File: src/rtl/sdram_wr_arbiter_pkg.sv
// Shared SDRAM controller parameters and write-path state encodings.
package sdram_wr_arbiter_pkg;

    localparam int DATA_SIZE = 32;
    localparam int DQM_SIZE  = 4;
    localparam int BURST_LEN = 4;
    localparam int CNT_W     = 3;

    typedef enum logic [1:0] {
        ST_IDLE  = 2'd0,
        ST_CMD   = 2'd1,
        ST_DATA  = 2'd2,
        ST_RECOV = 2'd3
    } wr_state_t;

endpackage

File: src/rtl/wr_arb_select.sv
// Two-way winner selection; pointer decides ties (tie it low for fixed priority to req0).
module wr_arb_select (
    input  logic req0,
    input  logic req1,
    input  logic pointer,
    output logic winner
);

    always_comb begin
        winner = 1'b0;
        if (req0 && req1) begin
            winner = pointer;
        end else if (req1) begin
            winner = 1'b1;
        end
    end

endmodule

File: src/rtl/sdram_wr_arbiter.sv
// Two-host SDRAM write arbiter: grants one host, handshakes the WRITE command, streams one burst.
// Define WR_ARB_ROUND_ROBIN_EN for round-robin tie breaking; otherwise req0 wins ties.
module sdram_wr_arbiter
    import sdram_wr_arbiter_pkg::*;
#(
    parameter int data_size = DATA_SIZE,
    parameter int dqm_size  = DQM_SIZE,
    parameter int burst_len = BURST_LEN
) (
    input  logic                 clk0,
    input  logic                 reset,
    input  logic                 req0,
    input  logic                 req1,
    input  logic [data_size-1:0] wdata0,
    input  logic [data_size-1:0] wdata1,
    input  logic [dqm_size-1:0]  wdm0,
    input  logic [dqm_size-1:0]  wdm1,
    output logic                 gnt0,
    output logic                 gnt1,
    output logic                 ack0,
    output logic                 ack1,
    output logic                 wr_req,
    input  logic                 wr_ack,
    output logic [data_size-1:0] datain,
    output logic [dqm_size-1:0]  dm,
    output logic                 data_valid,
    output logic                 busy
);

    localparam logic [CNT_W-1:0] LAST = CNT_W'(burst_len - 1);

    wr_state_t          state;
    logic               owner;
    logic [CNT_W-1:0]   cnt;
    logic               pick;
    logic               pointer;
    logic               owner_req;
    logic [data_size-1:0] owner_data;
    logic [dqm_size-1:0]  owner_dm;
    logic               burst_done;

    assign owner_req  = owner ? req1 : req0;
    assign owner_data = owner ? wdata1 : wdata0;
    assign owner_dm   = owner ? wdm1 : wdm0;
    // cnt tracks the index of the word currently on datain, so the burst ends once the last one is shown
    assign burst_done = (state == ST_DATA) && data_valid && (cnt == LAST);

`ifdef WR_ARB_ROUND_ROBIN_EN
    always_ff @(posedge clk0 or negedge reset) begin
        if (!reset) begin
            pointer <= 1'b0;
        end else if (burst_done) begin
            pointer <= ~owner;
        end
    end
`else
    assign pointer = 1'b0;
`endif

    wr_arb_select u_select (
        .req0    (req0),
        .req1    (req1),
        .pointer (pointer),
        .winner  (pick)
    );

    always_ff @(posedge clk0 or negedge reset) begin
        if (!reset) begin
            state      <= ST_IDLE;
            owner      <= 1'b0;
            cnt        <= '0;
            gnt0       <= 1'b0;
            gnt1       <= 1'b0;
            ack0       <= 1'b0;
            ack1       <= 1'b0;
            wr_req     <= 1'b0;
            data_valid <= 1'b0;
            busy       <= 1'b0;
            datain     <= '0;
            dm         <= '1;
        end else begin
            case (state)
                ST_IDLE: begin
                    if (req0 || req1) begin
                        state  <= ST_CMD;
                        owner  <= pick;
                        gnt0   <= ~pick;
                        gnt1   <= pick;
                        wr_req <= 1'b1;
                        busy   <= 1'b1;
                    end
                end
                ST_CMD: begin
                    if (wr_ack) begin
                        state  <= ST_DATA;
                        wr_req <= 1'b0;
                        cnt    <= '0;
                    end else if (!owner_req) begin
                        state  <= ST_IDLE;
                        gnt0   <= 1'b0;
                        gnt1   <= 1'b0;
                        wr_req <= 1'b0;
                        busy   <= 1'b0;
                    end
                end
                ST_DATA: begin
                    if (burst_done) begin
                        state      <= ST_RECOV;
                        gnt0       <= 1'b0;
                        gnt1       <= 1'b0;
                        ack0       <= 1'b0;
                        ack1       <= 1'b0;
                        data_valid <= 1'b0;
                        datain     <= '0;
                        dm         <= '1;
                        cnt        <= '0;
                    end else begin
                        data_valid <= 1'b1;
                        datain     <= owner_data;
                        dm         <= owner_dm;
                        ack0       <= ~owner;
                        ack1       <= owner;
                        if (data_valid) begin
                            cnt <= cnt + CNT_W'(1);
                        end
                    end
                end
                ST_RECOV: begin
                    state <= ST_IDLE;
                    busy  <= 1'b0;
                end
                default: begin
                    state <= ST_IDLE;
                    busy  <= 1'b0;
                end
            endcase
        end
    end

endmodule

File: config.mk
export PLATFORM = sky130hd
export DESIGN_NAME = sdram_wr_arbiter
export DESIGN_NICKNAME = d
export VERILOG_FILES = /design/src/rtl/sdram_wr_arbiter_pkg.sv /design/src/rtl/wr_arb_select.sv /design/src/rtl/sdram_wr_arbiter.sv
export SDC_FILE = /design/constraint.sdc
export NUM_CORES = 1
export LEC_CHECK = 0
export CORE_ASPECT_RATIO = 0.75
export CORE_MARGIN = 10
export CORE_UTILIZATION = 36
export CTS_CLUSTER_DIAMETER = 60
export CTS_CLUSTER_SIZE = 25
export DETAILED_ROUTE_END_ITERATION = 8
export GPL_ROUTABILITY_DRIVEN = 0
export GPL_TIMING_DRIVEN = 0
export PLACE_DENSITY_LB_ADDON = 0.3
export REMOVE_ABC_BUFFERS = 1
export SLEW_MARGIN = 20
export SYNTH_ARGS = -nofsm -noshare
export SYNTH_HDL_FRONTEND = slang
export SYNTH_SLANG_ARGS = --single-unit
File: constraint.sdc
create_clock -name clk0 -period 1.6 [get_ports clk0]
set_input_delay 0.32 -clock clk0 [delete_from_list [all_inputs] [get_ports clk0]]
set_output_delay 0.32 -clock clk0 [all_outputs]
set_load 0.005 [all_outputs]
==> impl_metrics.sql, run 1 <==
INSERT INTO impl_metrics (metric_group, metric, value, unit) VALUES
('run_status', 'run_status', 'finished clean', ''),
('worst_setup_path', 'worst_ep_required_time', '1.79', 'ns'),
('yosys', 'synth_area_leader_cell', 'dfrtp_1', ''),
('yosys', 'synth_top_family_by_area', 'multiplexers', ''),
('min_path', 'hold_class', 'primary input to async pin', ''),
('die', 'initial_core_util', '37.4', '%'),
('sta', 'timing.fmax', '633', 'MHz'),
('detailed_routing', 'routed-via-count', '2121', ''),
('clocking', 'worst_skew_pair.late_latency', '0.30', 'ns'),
('final_layout', 'layout-area-overhead-vs-synth', '72.4', '%'),
('yosys', 'yosysWarnings', '0', ''),
('yosys', 'post_synth_edffs', '0', ''),
('worst_setup_path', 'critPathSlowestCell', 'dfrtp_1', ''),
('sta', 'worstMarginPinSlew', '0.631', 'ns'),
('detailed_routing', 'post_drt_wl_per_cell', '17.8', 'um'),
('global_routing', 'grt_first_pass_wirelength', '12.1', 'mm'),
('clocking', 'clk_path_buf_depth', '2', ''),
('worst_setup_path', 'cpLargestDelayFamily', 'flip-flops', ''),
('detailed_routing', 'route.detailed.drc', '0', ''),
('final_layout', 'instances_no_fill', '440', ''),
('detailed_routing', 'drt_wl_total', '7.85', 'mm'),
('yosys', 'synth_xor_area_share', '0', '%'),
('yosys', 'synth_compound_area_share', '14.2', '%'),
('worst_setup_path', 'rr_worst_depth', '5', ''),
('power_and_ir_drop', 'p_leak', '1.87', 'nW'),
('sta', 'grt_setup_unrepaired', 'true', ''),
('yosys', 'synth.top_cells.by_count', 'dfrtp_1 (45), inv_1 (38), mux2i_1 (37)', ''),
('final_layout', 'fillerInstances', '494', ''),
('final_layout', 'layout-drive-gt1-share', '16.4', '%'),
('yosys', 'synth_async_sr_flop_share', '100', '%'),
('sta', 'timing.slew.headroom', '57.9', '%'),
('run', 'cap_viol_max_count', '0', ''),
('place', 'dpl.cell_count', '411', ''),
('yosys', 'post_synth_mux_area_share', '17.6', '%'),
('final_layout', 'num-nets-final', '440', ''),
('detailed_routing', 'viasPerCell', '4.82', ''),
('clocking', 'clockRootBuffer', 'clkbuf_8', ''),
('sta', 'final.period_utilization', '98.7', '%'),
('die', 'chipWidth', '114', 'um'),
('die', 'fp.dieArea', '0.0103', 'mm2'),
('power_and_ir_drop', 'cellPowerDensity', '1730', 'mW/mm2'),
('sta', 'final_max_slew_viol_count', '0', ''),
('yosys', 'synth.ff_latch_count', '49', ''),
('sta', 'post-route-min-period', '1.58', 'ns'),
('worst_setup_path', 'crit_buf_inv', '1', ''),
('final_layout', 'diodes', '0', ''),
('yosys', 'synth_fa_ha_area_share', '2.63', '%'),
('power_and_ir_drop', 'highest_ir_drop_seen_on_vdd', '1.32', 'mV'),
('clocking', 'cts.reportedPaths.clkPinSlew', '0.10', 'ns'),
('die', 'core-area', '0.00635', 'mm2'),
('worst_setup_path', 'start_kind', 'register', ''),
('die', 'io_pins', '120', ''),
('sta', 'worst_clock_skew', '0.0139', 'ns'),
('worst_setup_path', 'critPathCaptureType', 'register', ''),
('worst_setup_path', 'crit_path_max_incr_delay', '0.45', 'ns'),
('power_and_ir_drop', 'post_route_total_power', '7.09', 'mW'),
('die', 'die-height', '90.4', 'um'),
('sta', 'hold_violations', '0', ''),
('yosys', 'netlist_instances', '221', ''),
('place', 'detailed_place_hpwl', '5.58', 'mm'),
('yosys', 'synth.area.top_cells', 'dfrtp_1 (47%), mux2i_1 (16%), o22ai_1 (8.7%)', ''),
('yosys', 'yosysUniqueCellTypes', '30', ''),
('clocking', 'cts_made_buffers', '5', ''),
('yosys', 'synth_largest_type_area_fraction', '47.4', '%'),
('global_routing', 'largest_net_degree_at_the_start_of_global_routing', '50', ''),
('yosys', 'syn-cell-area', '0.00238', 'mm2'),
('yosys', 'post_synth_and_or_nand_nor_area_fraction', '5.26', '%'),
('worst_setup_path', 'cp_num_cells', '5', ''),
('place', 'portBuffers', '119', ''),
('global_routing', 'first_global_vias', '2294', ''),
('global_routing', 'initial_antenna_violation_count', '0', '');
[kinds of logic after synthesis]
kind of cell | Yosys count
AO/OA/AOI/OAI | 53
buffers and inverters | 51
flip-flops | 49
multiplexers | 41
AND/OR/NAND/NOR | 22
adder cells (fa/ha/maj) | 5
[power by group]
part	switching, mW	leakage, nW	internal [mW]
logic	1.59	1.21	2.40
clock network	0.400	0.0585	0.510
registers	0.325	0.598	1.86
[registers in the layout (all words and copies together) (netlist names), named ones only]
signal      count
datain         32
dm              4
owner           1
ack0            1
gnt1            1
gnt0            1
ack1            1
busy            1
wr_req          1
data_valid      1
state           1
cnt             3
[stage by stage]
| stage | setup TNS (ns) | hold slack [ns] | util (%) | worst slack (ns) | area [um2] |
|---|---|---|---|---|---|
| after CTS | -0.101 | 0.0472 | 62.6 | -0.0428 | 3980 |
| final | 0 | 0.0160 | 64.6 | 0.0205 | 4100 |
| after global routing | -0.106 | 0.0725 | 64.6 | -0.0440 | 4100 |
| after detailed placement | -11.51 | 0.379 | 58.1 | -0.675 | 3690 |
| after global placement | -136.37 | 0.478 | 56.9 | -2.17 | 3610 |
| after floorplan | -32.01 | 0.0244 | - | -1.06 | 2320 |
[final timing paths]
| path | startpoint | end | slack [ns] |
|---|---|---|---|
| min reg2reg | dm[0]$_DFFE_PN1N_ | dm[0]$_DFFE_PN1N_ | 0.49 |
| min in group clk0 | req0 | owner$_DFFE_PN0P_ | 0.40 |
| max | register | cnt[0]$_DFFE_PN0P_ | 0.02 |
| max reg2reg | register | cnt[0]$_DFFE_PN0P_ | 0.02 |
| min | reset | gnt0$_DFFE_PN0P_ | 0.02 |
| max in group asynchronous | reset | owner$_DFFE_PN0P_ | 1.12 |
[layout make-up]
type	count	area (um2)	share of cell area (%)
clock buffer	7	86.3	2.11
timing repair buffer	142	1460	35.6
sequential	49	1230	30.1
clock inverter	1	30.0	0.733
tap	81	101	2.47
inverter	38	143	3.48
multi-input combinational	122	1050	25.5
[metal layers]
metal / vias to the layer above / share of wire (%) / wire (um) / GRT usage, %
met5: - / 0 / 0 / 0
met4: 0 / 0.57 / 45 / 2.81
met3: 2 / 8.9 / 697 / 5.71
met2: 80 / 45 / 3540 / 22.8
met1: 997 / 45 / 3560 / 18.0
li1: 1042 / - / - / -
[cells in the final DEF (no fill, tap or decap), drive strengths merged, types with 2 or more instances in the layout]
master	Yosys	layout
dlymetal6s2s	0	2
bufbuf	0	2
buf	6	21
nand2	4	4
nor2b	2	2
o22ai	33	33
dfrtp	45	45
o21a	3	3
dlygate4sd2	0	4
ha	5	5
dfstp	4	4
clkbuf	7	8
mux2	4	4
o21ai	6	7
mux2i	37	37
inv	38	38
nor3b	2	2
clkdlybuf4s50	0	112
nor2	10	10
a21oi	7	7
a22o	2	2
[what timing repair did]
item,CTS,global route
cloned,3,0
endpoints found under the setup margin,52,7
buffers inserted,9,10
endpoints found under the hold margin,0,0
hold buffers,0,0
resized for setup,13,16
pin swaps,5,6
No activity file was read; power rests on OpenSTA's default activity.
==> run 2, diff against run 1 <==
- GPL_ROUTABILITY_DRIVEN: 0 -> default
- REMOVE_ABC_BUFFERS: 1 -> default
- SYNTH_HIERARCHICAL: default -> 1
==> impl_metrics.sql, run 2 <==
INSERT INTO impl_metrics (metric_group, metric, value, unit) VALUES
('sta', 'setup_total_negative_slack', '0', 'ns'),
('sta', 'worstMarginPinSlew', '0.696', 'ns'),
('worst_setup_path', 'worst_ep_required_time', '1.78', 'ns'),
('yosys', 'netlist_instances', '222', ''),
('place', 'dpl.cell_count', '423', ''),
('yosys', 'post_synth_mux_area_share', '18.1', '%'),
('clocking', 'cts.reportedPaths.clkPinSlew', '0.10', 'ns'),
('yosys', 'syn-num-nets', '304', ''),
('detailed_routing', 'route.met2.wl', '2.99', 'mm'),
('worst_setup_path', 'critical_path_class', 'register to register', ''),
('detailed_routing', 'drt_wl_total', '7.29', 'mm'),
('final_layout', 'reg_top3', 'datain x32, dm x4, cnt x3', ''),
('yosys', 'synth_area_leader_cell', 'dfrtp_1', ''),
('detailed_routing', 'wl_met1', '3.28', 'mm'),
('yosys', 'synth_compound_area_share', '13.8', '%'),
('detailed_routing', 'viasPerCell', '4.80', ''),
('detailed_routing', 'dr_wl_met3', '983', 'um'),
('worst_setup_path', 'critPathSlowestCell', 'dfrtp_2', ''),
('run', 'cap_viol_max_count', '0', ''),
('place', 'routabilityCongestion', '0.804', ''),
('sta', 'timing.hold.ws', '0.0577', 'ns'),
('min_path', 'hold_class', 'primary input to async pin', ''),
('sta', 'final.period_utilization', '97.7', '%'),
('worst_setup_path', 'cp_num_cells', '5', ''),
('die', 'chipWidth', '114', 'um'),
('die', 'core-area', '0.00635', 'mm2'),
('clocking', 'cts_sinks', '49', ''),
('global_routing', 'grt_first_pass_wirelength', '11.7', 'mm'),
('die', 'fp.dieArea', '0.0103', 'mm2'),
('detailed_routing', '1st_iter_drt_viols', '71', ''),
('worst_setup_path', 'arrival', '1.74', 'ns'),
('power_and_ir_drop', 'cellPowerDensity', '1630', 'mW/mm2'),
('worst_setup_path', 'ff2ff_setup_slack', '0.04', 'ns'),
('global_routing', 'first_global_vias', '2253', ''),
('yosys', 'post_synth_and_or_nand_nor_area_fraction', '5.01', '%'),
('yosys', 'synth.ff_latch_count', '49', ''),
('detailed_routing', 'routed-via-count', '2089', ''),
('power_and_ir_drop', 'p_leak', '1.73', 'nW'),
('die', 'io_pins', '120', ''),
('yosys', 'post_synth_edffs', '0', ''),
('yosys', 'yosysUniqueCellTypes', '31', ''),
('clocking', 'clockRootBuffer', 'clkbuf_8', ''),
('sta', 'timing.fmax', '640', 'MHz'),
('sta', 'setup-violations-final', '0', ''),
('yosys', 'yosysWarnings', '6', ''),
('worst_setup_path', 'crit_fanout', '9', ''),
('yosys', 'post_synth_top_flop', 'dfrtp_1', ''),
('global_routing', 'largest_net_degree_at_the_start_of_global_routing', '30', ''),
('sta', 'final_max_slew_viol_count', '0', ''),
('clocking', 'tritoncts', 'done', ''),
('yosys', 'syn-cell-area', '0.00237', 'mm2'),
('worst_setup_path', 'crit_path_cell_trace', 'inv_4 > ha_4 > nor2_1 > a211o_1 > mux2_2', ''),
('detailed_routing', 'route.detailed.drc', '0', ''),
('worst_setup_path', 'cpLargestDelayFamily', 'flip-flops', ''),
('yosys', 'synthesis.area_per_instance', '10.7', 'um2'),
('clocking', 'clock_tree.htree_level_count', '2', ''),
('worst_setup_path', 'setup.worst_path.end', 'cnt[0]$_DFFE_PN0P_', ''),
('worst_setup_path', 'startpoint', 'state[0]$_DFFE_PN0P_', ''),
('sta', 'timing.slew.headroom', '53.6', '%'),
('yosys', 'synth.top_cells.by_count', 'dfrtp_1 (45), inv_1 (38), mux2i_1 (37)', ''),
('place', 'portBuffers', '119', ''),
('place', 'detailed_place_hpwl', '5.68', 'mm'),
('detailed_routing', 'final_antenna_net_count', '0', ''),
('place', 'placed_area', '0.00369', 'mm2'),
('yosys', 'top_count_cell_post_synth', 'dfrtp_1', ''),
('run_status', 'run_status', 'finished clean', ''),
('final_layout', 'largest_register_ffs', '32', ''),
('yosys', 'synth_top_family_by_area', 'multiplexers', ''),
('final_layout', 'most_common_cell_after_layout_fill_and_taps_aside', 'clkdlybuf4s50_1', ''),
('detailed_routing', 'post_drt_wl_per_cell', '16.8', 'um'),
('worst_setup_path', 'crit_buf_inv', '1', ''),
('yosys', 'synth-seq-area-share', '51.8', '%'),
('clocking', 'worst_skew_pair.late_latency', '0.30', 'ns'),
('global_routing', 'initial_antenna_violation_count', '0', ''),
('yosys', 'synth.area.top_cells', 'dfrtp_1 (47%), mux2i_1 (16%), o22ai_1 (8.7%)', ''),
('detailed_routing', 'first_pass_iters', '5', ''),
('sta', 'post-route-min-period', '1.56', 'ns'),
('die', 'die-height', '90.3', 'um'),
('yosys', 'synth_async_sr_flop_share', '100', '%'),
('die', 'initial_core_util', '37.4', '%'),
('clocking', 'clk_path_buf_depth', '2', ''),
('global_routing', 'track_usage', '13.7', '%'),
('final_layout', 'postLayoutCellArea', '0.00388', 'mm2'),
('final_layout', 'instances_no_fill', '435', ''),
('worst_setup_path', 'regToRegStartpoint', 'state[0]$_DFFE_PN0P_', ''),
('sta', 'hold_violations', '0', ''),
('worst_setup_path', 'rr_worst_depth', '5', ''),
('worst_setup_path', 'critPathCaptureType', 'register', ''),
('final_layout', 'registers.top_by_ff_count', 'datain', ''),
('final_layout', 'fillerInstances', '559', ''),
('final_layout', 'num-nets-final', '435', ''),
('yosys', 'synth_fa_ha_area_share', '2.63', '%'),
('final_layout', 'layout-area-overhead-vs-synth', '63.5', '%'),
('worst_setup_path', 'start_kind', 'register', ''),
('power_and_ir_drop', 'highest_ir_drop_seen_on_vdd', '0.656', 'mV'),
('sta', 'grt_setup_unrepaired', 'true', ''),
('die', 'std_cell_rows', '25', ''),
('global_routing', 'grt.overflow.total', '0', ''),
('worst_setup_path', 'r2r_end', 'cnt[0]$_DFFE_PN0P_', ''),
('yosys', 'synth_largest_type_area_fraction', '47.4', '%'),
('final_layout', 'diodes', '0', ''),
('final_layout', 'most-common-layout-cells', 'clkdlybuf4s50_1 (114), dfrtp_1 (44), mux2i_1 (37), inv_1 (36), o22ai_1 (33)', ''),
('final_layout', 'layout-drive-gt1-share', '12.7', '%'),
('worst_setup_path', 'crit_path_max_incr_delay', '0.48', 'ns'),
('clocking', 'cts_made_buffers', '5', ''),
('detailed_routing', 'top_layer_used', 'met4', ''),
('sta', 'worst_clock_skew', '0.0126', 'ns'),
('yosys', 'synth_xor_area_share', '0', '%');
==> run 2: where the power goes <==
part / internal [mW] / leakage, nW / switching [mW] / total (mW)
Clock: 0.304 / 0.0450 / 0.393 / 0.697
Combinational: 2.01 / 1.09 / 1.45 / 3.46
Sequential: 1.85 / 0.598 / 0.322 / 2.17
Total: 4.16 / 1.73 / 2.17 / 6.33
==> run 2: per-stage QoR <==
step	utilization (%)	total power, mW	worst slack (ns)
6_report	61.2	6.33	0.0365
5_1_grt	61.2	6.85	-0.0259
4_1_cts	60.6	6.35	0.0157
3_5_place_dp	58.1	5.53	-0.272
3_3_place_gp	57.8	5.44	-1.23
2_1_floorplan	-	3.79	0.0432
==> run 2: cell families (layout without fill, tap and decap cells) <==
family | count (synthesis) | count (layout)
other cells | 1 | 1
mux | 42 | 42
buf+inv | 51 | 183
compound gates | 51 | 51
flops | 49 | 49
simple gates | 23 | 23
fa+ha+maj | 5 | 5
==> run 2: how the worst min path moves through the flow <==
stage	startpoint	to	slack (ns)	depth (start not counted)
final	reset	datain[1]$_DFFE_PN0N_	0.06	1
after CTS	reset	busy$_DFFE_PN0P_	0.08	1
after detailed placement	reset	busy$_DFFE_PN0P_	0.41	1
after floorplan	reset	async pin	0.02	0
after global routing	reset	busy$_DFFE_PN0P_	0.1	1
after global placement	gnt0$_DFFE_PN0P_	gnt0$_DFFE_PN0P_	0.48	1
==> run 2: layout make-up <==
cell class / count / area, um2 / area share (%)
clock buffer: 6 / 72.6 / 1.87
tap: 81 / 101 / 2.61
buffer: 12 / 66.3 / 1.71
multi-input combinational: 122 / 1010 / 26.0
timing repair buffer: 125 / 1250 / 32.1
inverter: 38 / 145 / 3.74
clock inverter: 2 / 10.0 / 0.258
sequential: 49 / 1230 / 31.7
==> run 2: what timing repair did <==
action                     in CTS  in global routing
setup buffers                   2                  3
resized for setup              25                  3
cloned                          0                  0
hold buffers                    0                  0
pin swaps                       0                  3
setup endpoints to repair      49                  9
==> run 2: per-layer routing <==
| layer | vias to the layer above | track usage (%) |
|---|---|---|
| met5 | - | 0 |
| met4 | 0 | 2.50 |
| met3 | 4 | 7.97 |
| met2 | 103 | 20.1 |
| met1 | 964 | 17.2 |
| li1 | 1018 | - |
==> run 2: worst reg2reg max path, delay by kind of cell, from the launching register on <==
kind	cells	cell delay, ns
adders and majority gates	1	0.21
buffers and inverters	1	0.11
AOI/OAI and AO/OA	1	0.32
and+or+nand+nor	1	0.06
DFF	1	0.48
muxes	1	0.27
==> run 3, diff against run 2 <==
- PLACE_DENSITY: default -> 0.76
- PLACE_DENSITY_LB_ADDON: 0.3 -> default
==> impl_metrics.sql, run 3 (synthesized netlist as in run 2, its figures left out) <==
INSERT INTO impl_metrics (metric_group, metric, value, unit) VALUES
('detailed_routing', 'post_drt_wl_per_cell', '16.3', 'um'),
('die', 'core-area', '0.00635', 'mm2'),
('sta', 'final_max_slew_viol_count', '0', ''),
('die', 'fp.dieArea', '0.0103', 'mm2'),
('worst_setup_path', 'crit_buf_inv', '1', ''),
('place', 'detailed_place_hpwl', '5.61', 'mm'),
('clocking', 'clock_tree.htree_level_count', '2', ''),
('detailed_routing', 'routed-via-count', '2105', ''),
('global_routing', 'initial_antenna_violation_count', '0', ''),
('power_and_ir_drop', 'netSwitchingPower', '2.22', 'mW'),
('sta', 'post-route-min-period', '1.56', 'ns'),
('clocking', 'cts_made_buffers', '5', ''),
('detailed_routing', 'final_antenna_net_count', '0', ''),
('power_and_ir_drop', 'p_leak', '1.78', 'nW'),
('clocking', 'cts.reportedPaths.clkPinSlew', '0.10', 'ns'),
('final_layout', 'postLayoutCellArea', '0.00401', 'mm2'),
('sta', 'hold_violations', '0', ''),
('clocking', 'clockRootBuffer', 'clkbuf_8', ''),
('global_routing', 'track_usage', '13.2', '%'),
('detailed_routing', '1st_iter_drt_viols', '53', ''),
('final_layout', 'registers.top_by_ff_count', 'datain', ''),
('min_path', 'hold_class', 'register to register', ''),
('power_and_ir_drop', 'highest_ir_drop_seen_on_vdd', '0.701', 'mV'),
('final_layout', 'layout-area-overhead-vs-synth', '69.0', '%'),
('worst_setup_path', 'critPathSlowestCell', 'clkdlybuf4s50_1', ''),
('global_routing', 'largest_net_degree_at_the_start_of_global_routing', '31', ''),
('worst_setup_path', 'ff2ff_setup_slack', '0.06', 'ns'),
('worst_setup_path', 'start_kind', 'primary input', ''),
('worst_setup_path', 'worst_ep_required_time', '1.78', 'ns'),
('die', 'io_pins', '120', ''),
('final_layout', 'num-nets-final', '440', ''),
('final_layout', 'layout.core_utilization', '63.2', '%'),
('power_and_ir_drop', 'cellPowerDensity', '1700', 'mW/mm2'),
('power_and_ir_drop', 'post_route_total_power', '6.81', 'mW'),
('power_and_ir_drop', 'power_frac_comb', '52.9', '%'),
('worst_setup_path', 'worst_path_most_repeated_cell', 'mux2_4', ''),
('final_layout', 'layout-drive-gt1-share', '14.5', '%'),
('detailed_routing', 'first_pass_iters', '4', ''),
('clocking', 'cts_sinks', '49', ''),
('sta', 'worst_clock_skew', '0.0136', 'ns'),
('place', 'routabilityCongestion', '0.759', ''),
('run_status', 'run_status', 'finished clean', ''),
('worst_setup_path', 'critPathCaptureType', 'register', ''),
('detailed_routing', 'route.detailed.drc', '0', ''),
('power_and_ir_drop', 'sequentialPowerShare', '32.1', '%'),
('place', 'portBuffers', '119', ''),
('power_and_ir_drop', 'p_int', '4.58', 'mW'),
('worst_setup_path', 'critical_path_class', 'primary input to register', ''),
('die', 'chipWidth', '114', 'um'),
('final_layout', 'most-common-layout-cells', 'clkdlybuf4s50_1 (114), dfrtp_1 (44), mux2i_1 (37), inv_1 (36), o22ai_1 (33)', ''),
('clocking', 'clk_path_buf_depth', '2', ''),
('final_layout', 'fillerInstances', '543', ''),
('global_routing', 'first_global_vias', '2253', ''),
('run', 'cap_viol_max_count', '0', ''),
('sta', 'setup_total_negative_slack', '0', 'ns'),
('detailed_routing', 'viasPerCell', '4.78', ''),
('global_routing', 'grt_first_pass_wirelength', '11.4', 'mm'),
('final_layout', 'most_common_cell_after_layout_fill_and_taps_aside', 'clkdlybuf4s50_1', ''),
('worst_setup_path', 'cpLargestDelayFamily', 'multiplexers', ''),
('die', 'initial_core_util', '37.4', '%'),
('clocking', 'tritoncts', 'done', ''),
('clocking', 'worst_skew_pair.late_latency', '0.30', 'ns'),
('sta', 'setup-violations-final', '0', ''),
('final_layout', 'reg_top3', 'datain x32, dm x4, cnt x3', ''),
('final_layout', 'diodes', '0', ''),
('die', 'die-height', '90.3', 'um'),
('sta', 'timing.fmax', '642', 'MHz'),
('worst_setup_path', 'crit_path_cell_trace', 'clkdlybuf4s50_1 > mux2_4 > o21ai_4 > nand3_2 > mux2_4', ''),
('power_and_ir_drop', 'power_frac_clock', '15.0', '%'),
('power_and_ir_drop', 'netSwitchingFraction', '32.6', '%'),
('global_routing', 'grt.overflow.total', '0', ''),
('sta', 'final.period_utilization', '97.4', '%'),
('detailed_routing', 'drt_wl_total', '7.17', 'mm'),
('worst_setup_path', 'crit_fanout', '4', ''),
('place', 'placed_area', '0.00368', 'mm2'),
('worst_setup_path', 'arrival', '1.73', 'ns'),
('die', 'std_cell_rows', '25', ''),
('worst_setup_path', 'crit_path_max_incr_delay', '0.48', 'ns'),
('final_layout', 'largest_register_ffs', '32', '');
## run 3: path summary, 6_finish.rpt
kind,startpoint,to,depth (start not counted)
worst max register to register,register,cnt[0]$_DFFE_PN0P_,5
worst min register to register,dm[3]$_DFFE_PN1N_,dm[3]$_DFFE_PN1N_,2
worst max-delay path,req0,gnt1$_DFFE_PN0P_,5
max in group asynchronous,reset,datain[2]$_DFFE_PN0N_,3
worst min-delay path,dm[3]$_DFFE_PN1N_,dm[3]$_DFFE_PN1N_,2
min in group asynchronous,reset,busy$_DFFE_PN0P_,2
## run 3: what timing repair did
item | CTS | global route
pin swaps | 0 | 5
setup endpoints to repair | 47 | 36
buffers inserted | 3 | 7
hold buffers | 1 | 0
hold endpoints to repair | 15 | 0
gates resized for setup | 15 | 23
## run 3: final cells by class
| class | count | area, um2 | share of cell area, % |
|---|---|---|---|
| timing repair buffer | 131 | 1300 | 32.3 |
| sequential | 49 | 1230 | 30.7 |
| multi-input combinational | 122 | 1050 | 26.1 |
| inverter | 38 | 145 | 3.62 |
| tap | 81 | 101 | 2.52 |
| clock buffer | 5 | 68.8 | 1.71 |
| clock inverter | 3 | 65.1 | 1.62 |
| buffer | 11 | 57.6 | 1.43 |
## run 3: stage by stage
stage	cells	hold WS [ns]	worst slack, ns
final	440	0.496	0.0422
after global routing	440	0.526	-0.00183
after CTS	434	0.496	0.0120
after detailed placement	423	0.309	-0.274
after global placement	422	0.477	-1.20
after floorplan	222	0.0244	0.0432
## run 3: layer usage
metal  vias up  global-route usage [%]  share of wire, %
met5         -                       0                 0
li1       1032                       -                 -
met3         4                    6.31                10
met4         0                    2.08              0.54
met1       991                    15.5                43
met2        78                    21.9                47
## run 3: worst register-to-register path, stage by stage, from the launching register on
cell and delay [ns]:
dfrtp_1 0.41, buf_6 0.13, ha_4 0.17, buf_6 0.14
a211o_4 0.34, mux2_2 0.26
## run 3: power groups by stage
stage / sequential, mW / combinational [mW] / clock (mW)
3_3_place_gp: 2.15 / 3.27 / 0
2_1_floorplan: 2.21 / 1.59 / 0
3_5_place_dp: 2.18 / 3.34 / 0
6_report: 2.18 / 3.60 / 1.02
4_1_cts: 2.15 / 3.43 / 1.04
5_1_grt: 2.26 / 3.96 / 1.11
